`config.mk`:
```
export PLATFORM = sky130hd
export DESIGN_NAME = uio_uart_tx
export DESIGN_NICKNAME = d
export VERILOG_FILES = /design/src/rtl/uio_uart_pkg.sv /design/src/rtl/uart_tx_fifo.sv /design/src/rtl/uio_uart_tx.sv
export SDC_FILE = /design/constraint.sdc
export NUM_CORES = 1
export LEC_CHECK = 0
export CAP_MARGIN = 20
export CORE_MARGIN = 10
export CORE_UTILIZATION = 35
export CTS_BUF_LIST = sky130_fd_sc_hd__clkbuf_16
export DETAILED_ROUTE_END_ITERATION = 10
export GPL_TIMING_DRIVEN = 0
export PLACE_DENSITY = 0.62
export SYNTH_ARGS = -nofsm -noshare
export SYNTH_HDL_FRONTEND = slang
export SYNTH_HIERARCHICAL = 1
export SYNTH_SLANG_ARGS = --single-unit
export TNS_END_PERCENT = 10
```
`constraint.sdc`:
```
create_clock -name clk -period 2.6 [get_ports clk]
set_input_delay 0.52 -clock clk [delete_from_list [all_inputs] [get_ports clk]]
set_output_delay 0.52 -clock clk [all_outputs]
set_load 0.03 [all_outputs]
```
`src/rtl/uio_uart_pkg.sv`:
```
// Shared constants and state encoding for the uio UART transmitter.
//   DATA_BITS / FRAME_BITS : 8N1 frame geometry
//   DEFAULT_CLKS_PER_BIT   : bit period for a 25 MHz clock at 115200 baud
//   ST_*                   : transmitter FSM state codes
package uio_uart_pkg;

    localparam int unsigned DATA_BITS            = 8;
    localparam int unsigned FRAME_BITS           = 10;
    localparam int unsigned CLK_HZ               = 25_000_000;
    localparam int unsigned BAUD_RATE            = 115_200;
    localparam int unsigned DEFAULT_CLKS_PER_BIT = CLK_HZ / BAUD_RATE;

    typedef logic [1:0] uart_state_t;

    localparam uart_state_t ST_IDLE  = 2'd0;
    localparam uart_state_t ST_START = 2'd1;
    localparam uart_state_t ST_DATA  = 2'd2;
    localparam uart_state_t ST_STOP  = 2'd3;

endpackage

```
`src/rtl/uart_tx_fifo.sv`:
```
// Synchronous show-ahead FIFO for the UART transmitter.
//   clk, rst      : clock, synchronous active-high reset (flushes contents)
//   push, wdata   : write request / data (ignored while not ready)
//   pop           : read request (ignored while empty)
//   rdata_c       : head entry, combinational from the read pointer
//   empty         : registered, FIFO holds no entries
//   ready         : registered, FIFO can accept a push (low during reset)
module uart_tx_fifo #(
    parameter int unsigned WIDTH = 8,
    parameter int unsigned DEPTH = 4
) (
    input  logic             clk,
    input  logic             rst,
    input  logic             push,
    input  logic [WIDTH-1:0] wdata,
    input  logic             pop,
    output logic [WIDTH-1:0] rdata_c,
    output logic             empty,
    output logic             ready
);

    localparam int unsigned PTR_W = $clog2(DEPTH);
    localparam int unsigned CNT_W = PTR_W + 1;

    logic [WIDTH-1:0] mem [DEPTH];
    logic [PTR_W-1:0] wr_ptr;
    logic [PTR_W-1:0] rd_ptr;
    logic [CNT_W-1:0] count;
    logic [CNT_W-1:0] count_n;
    logic             do_push;
    logic             do_pop;

    assign do_push = push && ready;
    assign do_pop  = pop && !empty;
    assign rdata_c = mem[rd_ptr];

    // Occupancy update; simultaneous push and pop leaves it unchanged
    always_comb begin
        count_n = count;
        if (do_push && !do_pop) begin
            count_n = count + CNT_W'(1);
        end else if (!do_push && do_pop) begin
            count_n = count - CNT_W'(1);
        end
    end

    // Pointers wrap naturally because DEPTH is a power of two
    always_ff @(posedge clk) begin
        if (rst) begin
            wr_ptr <= '0;
            rd_ptr <= '0;
            count  <= '0;
            empty  <= 1'b1;
            ready  <= 1'b0;
        end else begin
            if (do_push) wr_ptr <= wr_ptr + PTR_W'(1);
            if (do_pop)  rd_ptr <= rd_ptr + PTR_W'(1);
            count <= count_n;
            empty <= (count_n == '0);
            ready <= (count_n != CNT_W'(DEPTH));
        end
    end

    // Storage needs no reset; validity is tracked by the pointers
    always_ff @(posedge clk) begin
        if (do_push) mem[wr_ptr] <= wdata;
    end

endmodule

```
`src/rtl/uio_uart_tx.sv`:
```
// 8N1 UART transmitter driving uio_out[0] / uio_oe[0].
//   clk, rst  : clock, synchronous active-high reset (aborts frame, flushes FIFO)
//   tx_data   : byte to send, accepted when tx_valid && tx_ready
//   tx_valid  : tx_data is valid
//   tx_ready  : FIFO can accept a byte
//   tx        : registered serial line, idle high
//   tx_oe     : output enable, low only during reset
//   busy      : registered, frame in progress or bytes queued
module uio_uart_tx
    import uio_uart_pkg::*;
#(
    parameter int unsigned CLKS_PER_BIT = DEFAULT_CLKS_PER_BIT,
    parameter int unsigned FIFO_DEPTH   = 4
) (
    input  logic                 clk,
    input  logic                 rst,
    input  logic [DATA_BITS-1:0] tx_data,
    input  logic                 tx_valid,
    output logic                 tx_ready,
    output logic                 tx,
    output logic                 tx_oe,
    output logic                 busy
);

    localparam int unsigned BAUD_W = $clog2(CLKS_PER_BIT);
    localparam int unsigned BIT_W  = $clog2(DATA_BITS);
    localparam logic [BAUD_W-1:0] BAUD_LAST = BAUD_W'(CLKS_PER_BIT - 1);
    localparam logic [BIT_W-1:0]  BIT_LAST  = BIT_W'(DATA_BITS - 1);

    uart_state_t          state;
    uart_state_t          state_n;
    logic [BAUD_W-1:0]    baud;
    logic [BAUD_W-1:0]    baud_n;
    logic [BIT_W-1:0]     bit_cnt;
    logic [BIT_W-1:0]     bit_n;
    logic [DATA_BITS-1:0] shift;
    logic [DATA_BITS-1:0] shift_n;
    logic                 baud_tc_c;
    logic                 pop_c;
    logic                 push_c;
    logic                 tx_c;
    logic [DATA_BITS-1:0] fifo_rdata_c;
    logic                 fifo_empty;
    logic                 fifo_ready;

    assign push_c   = tx_valid && fifo_ready;
    assign tx_ready = fifo_ready;

    uart_tx_fifo #(
        .WIDTH (DATA_BITS),
        .DEPTH (FIFO_DEPTH)
    ) u_fifo (
        .clk     (clk),
        .rst     (rst),
        .push    (push_c),
        .wdata   (tx_data),
        .pop     (pop_c),
        .rdata_c (fifo_rdata_c),
        .empty   (fifo_empty),
        .ready   (fifo_ready)
    );

    assign baud_tc_c = (baud == BAUD_LAST);

    // Next-state, baud/bit counters, shift register and line level
    always_comb begin
        state_n = state;
        baud_n  = baud;
        bit_n   = bit_cnt;
        shift_n = shift;
        pop_c   = 1'b0;
        tx_c    = 1'b1;

        if (state != ST_IDLE) begin
            baud_n = baud_tc_c ? '0 : baud + BAUD_W'(1);
        end

        case (state)
            ST_IDLE: begin
                baud_n = '0;
                if (!fifo_empty) begin
                    pop_c   = 1'b1;
                    shift_n = fifo_rdata_c;
                    bit_n   = '0;
                    state_n = ST_START;
                end
            end
            ST_START: begin
                tx_c = 1'b0;
                if (baud_tc_c) state_n = ST_DATA;
            end
            ST_DATA: begin
                tx_c = shift[0];
                if (baud_tc_c) begin
                    shift_n = {1'b0, shift[DATA_BITS-1:1]};
                    bit_n   = bit_cnt + BIT_W'(1);
                    if (bit_cnt == BIT_LAST) state_n = ST_STOP;
                end
            end
            ST_STOP: begin
                // Chain straight into the next start bit when data is queued
                if (baud_tc_c) begin
                    if (!fifo_empty) begin
                        pop_c   = 1'b1;
                        shift_n = fifo_rdata_c;
                        bit_n   = '0;
                        state_n = ST_START;
                    end else begin
                        state_n = ST_IDLE;
                    end
                end
            end
            default: state_n = ST_IDLE;
        endcase
    end

    // State register
    always_ff @(posedge clk) begin
        if (rst) state <= ST_IDLE;
        else     state <= state_n;
    end

    // Datapath and registered pin outputs; tx and busy lag the state by one cycle
    always_ff @(posedge clk) begin
        if (rst) begin
            baud    <= '0;
            bit_cnt <= '0;
            shift   <= '0;
            tx      <= 1'b1;
            tx_oe   <= 1'b0;
            busy    <= 1'b0;
        end else begin
            baud    <= baud_n;
            bit_cnt <= bit_n;
            shift   <= shift_n;
            tx      <= tx_c;
            tx_oe   <= 1'b1;
            busy    <= (state != ST_IDLE) || !fifo_empty;
        end
    end

endmodule

```
==> metrics.log <==
INFO  metric max-clock-path-buffers = 2
INFO  metric total_power = 0.00330 W
INFO  metric synth_top_cell_area_share = 0.325
INFO  metric synth_edf_count = 32
INFO  metric synth_mux_area_frac = 0.0915
INFO  metric run_status = finished, final reports clean
INFO  metric antenna_found_initial = 0
INFO  metric whs = 478 ps
INFO  metric synth_nets = 261
INFO  metric synth_async_sr_flop_share = 0
INFO  metric synth_cell_type_count = 48
INFO  metric drv_slew = 0
INFO  metric finalCriticalPeriod = 2340 ps
INFO  metric power.leakage = 1.20 nW
INFO  metric synthesis.area = 2950 um^2
INFO  metric synth-seq-cells = 67
INFO  metric cts.root.buffer_cell = sky130_fd_sc_hd__clkbuf_16
INFO  metric timing.critical_path.slowest_stage_cell = sky130_fd_sc_hd__dfxtp_1
INFO  metric cap_viol_max_count = 0
INFO  metric max_slew.worst_pin.slew = 495 ps
INFO  metric cp_max_fo = 10
INFO  metric synth_compound_area_frac = 0.111
INFO  metric clock_skew = 4.50 ps
INFO  metric synth_top_cells_by_area = sky130_fd_sc_hd__edfxtp_1 (33%), sky130_fd_sc_hd__dfxtp_1 (24%), sky130_fd_sc_hd__ha_1 (6.8%)
INFO  metric grt_pass1_vias = 1787
INFO  metric synth.yosys.warnings = 6
INFO  metric endpoint_kind = register
INFO  metric critical-path-max-stage-delay = 340 ps
INFO  metric worst_skew_pair.late_latency = 340 ps
INFO  metric drt-total-wl = 5180 um
INFO  metric post_synth_inst_count = 234
INFO  metric drt_iter0_drc = 61
INFO  metric rsz_0062_raised_after_global_routing = false
INFO  metric synth_ff_type = sky130_fd_sc_hd__dfxtp_1
INFO  metric initial_utilization = 0.360
INFO  metric syn2layout_area_growth = 19.1%
INFO  metric final-hold-violation-count = 0
INFO  metric post_synthesis_simple_gate_area_fraction = 0.0974
INFO  metric cp_data_arrival_time = 2620 ps
INFO  metric fp.dieW = 112 um
INFO  metric launch_instance_of_the_worst_register_to_register_path = baud[0]
INFO  metric portBuffers = 14
INFO  metric final_cell_mix = sky130_fd_sc_hd__dfxtp_1 (35), sky130_fd_sc_hd__edfxtp_1 (32), sky130_fd_sc_hd__a21oi_1 (17), sky130_fd_sc_hd__ha_1 (16)
INFO  metric synth-seq-area-share = 0.562
INFO  metric proportion_of_layout_cells_with_a_drive_suffix_above_1 = 0.155
INFO  metric hpwl = 3530 um
INFO  metric placement_rows = 33
INFO  metric ff2ff_setup_slack = 260 ps
INFO  metric holdPathEnd = shift[7]
INFO  metric setup.worst_path.class = reg2reg
INFO  metric detailroute.via_count = 1856
INFO  metric coreArea = 8220 um^2
INFO  metric upper_clock_frequency_limit = 427 MHz
INFO  metric tritoncts_num_sinks = 67
INFO  metric detail_route.first_pass.iterations = 4
INFO  metric finalSetupViolCount = 0
INFO  metric worst_ir_drop_vdd = 0.000448 V
INFO  metric h_tree_levels = 3
INFO  metric setup_total_negative_slack = 0 ps
INFO  metric clk_slew_on_worst_s_h_paths = 60 ps
INFO  metric period_share = 0.901
INFO  metric drc = 0
INFO  metric holdCritStartpoint = shift[7]
INFO  metric n_fill_cell = 753
INFO  metric finalWeightedCongestion = 0.732
INFO  metric pre_cts_ws = 175 ps
INFO  metric post_synth_fa_ha_maj_area_fraction = 0.0678
INFO  metric crit_required = 2880 ps
INFO  metric grt_start_max_net_pins = 15
INFO  metric final_common_cell = sky130_fd_sc_hd__dfxtp_1
INFO  metric yosys.area.top_type = sky130_fd_sc_hd__edfxtp_1
INFO  metric timing.reg2reg.worst_path_depth = 11
INFO  metric track_usage = 0.0868
INFO  metric final.setup.worst_slack = 256 ps
INFO  metric grt_pass1_wl = 8770 um
INFO  metric cts_tree = done
INFO  metric multi_input_gate_area = 1180 um^2
INFO  metric timing.critical_path.from_type = register
INFO  metric number_of_antenna_diodes = 0
INFO  metric reg2reg_capture_point = u_fifo/empty
INFO  metric power_density = 938 nW/um^2
INFO  metric timing.hold.worst.class = reg2reg
INFO  metric cts_made_buffers = 9
INFO  metric antenna_left = 0
INFO  metric ff_latch_area = 1660 um^2
INFO  metric via_per_inst = 5.03
INFO  metric timing.slew.headroom = 0.670
INFO  metric fraction_of_synthesized_cell_area_in_xor_and_xnor_cells = 0.0296
INFO  metric fp.dieArea = 12500 um^2
INFO  metric crit_chain = inv_1 > ha_1 > nand4_1 > nor2_4 > a21oi_1 > nor3_2 > nor2b_1 > buf_2 > xnor2_1 > o311ai_2 > a41o_1
INFO  metric fp.dieH = 112 um
INFO  metric synthesis.area_per_instance = 12.6 um^2
INFO  metric global_route.overflow_total = 0
INFO  metric synth_top_family_by_area = compound AO/OA/AOI/OAI gates
INFO  metric whs_path_depth = 2
INFO  metric final_nets = 286
INFO  metric io_pins = 15
INFO  metric wl_per_cell = 14.0 um
-- routing by layer --
metal	up-vias	wire length, um	global-route usage	part of all wire
met5	-	0	0	0
met4	0	150	0.0617	0.029
met3	11	167	0.0258	0.032
met2	32	2460	0.130	0.48
met1	886	2400	0.104	0.46
li1	927	-	-	-
-- synthesized netlist by cell type, drive strengths merged, types with 2 or more instances --
cell,n
a21oi,18
a311oi,8
and2,2
and3,4
buf,8
clkbuf,3
dfxtp,35
edfxtp,32
ha,16
inv,15
mux2i,9
mux4,8
nand2,8
nand3,4
nand3b,2
nand4,6
nor2,15
nor3,4
o21ai,7
or4,3
xnor2,7
xor2,3
-- registers in the layout (all words and copies together) (netlist names), named ones only --
name	count
tx_oe	1
state	2
u_fifo/count	3
u_fifo/ready	1
u_fifo/rd_ptr	2
baud	8
tx	1
u_fifo/wr_ptr	2
u_fifo/empty	1
shift	8
busy	1
bit_cnt	3
u_fifo/mem	32
-- area by class of cell --
cell class | instances | share of cell area
Buffer | 11 | 0.0181
Timing Repair Buffer | 14 | 0.0398
Multi-Input combinational cell | 141 | 0.336
Inverter | 15 | 0.0160
Tap cell | 105 | 0.0373
Clock buffer | 9 | 0.0640
Clock inverter | 7 | 0.0164
Sequential cell | 67 | 0.472
-- cells by family after synthesis --
group | Yosys count
flops | 67
simple gates | 52
compound gates | 46
buf+inv | 26
mux | 17
fa+ha+maj | 16
xor+xnor | 10
-- stage by stage --
step | area, um^2 | instances | util
finish | 3520 | 369 | 0.428
global placement | 3230 | 353 | 0.393
floorplan | 2950 | 234 | -
global route | 3520 | 369 | 0.428
CTS | 3510 | 369 | 0.427
detailed placement | 3230 | 353 | 0.393
-- report_power, final --
part | internal (W) | switching [W] | leakage [nW]
clock | 0.000659 | 0.000481 | 0.135
combinational | 0.000361 | 0.000464 | 0.495
sequential | 0.00124 | 0.0000971 | 0.574
total | 0.00226 | 0.00104 | 1.20
-- critical path: cells and delay by family, from the launching register on --
family,cells,cell delay [ps]
buf+inv,2,300
simple gates,4,800
flops,1,340
fa+ha+maj,1,140
xor+xnor,1,130
compound gates,3,570
-- what timing repair did --
item / CTS / global route
resized for setup: 0 / 2
setup buffers: 0 / 0
endpoints found under the setup margin: 0 / 2
hold buffers: 0 / 0
-- worst max-delay path by stage --
stage,start,endpoint,slack [ps],cells past startpoint
after floorplan,baud[0],u_fifo/empty,500,10
after global placement,baud[0],u_fifo/empty,240,11
after detailed placement,baud[0],u_fifo/empty,180,11
after CTS,baud[0],u_fifo/empty,150,11
after global routing,baud[0],u_fifo/empty,60,11
final,baud[0],u_fifo/empty,260,11
Note: power is estimated with default switching activity, not from simulation.
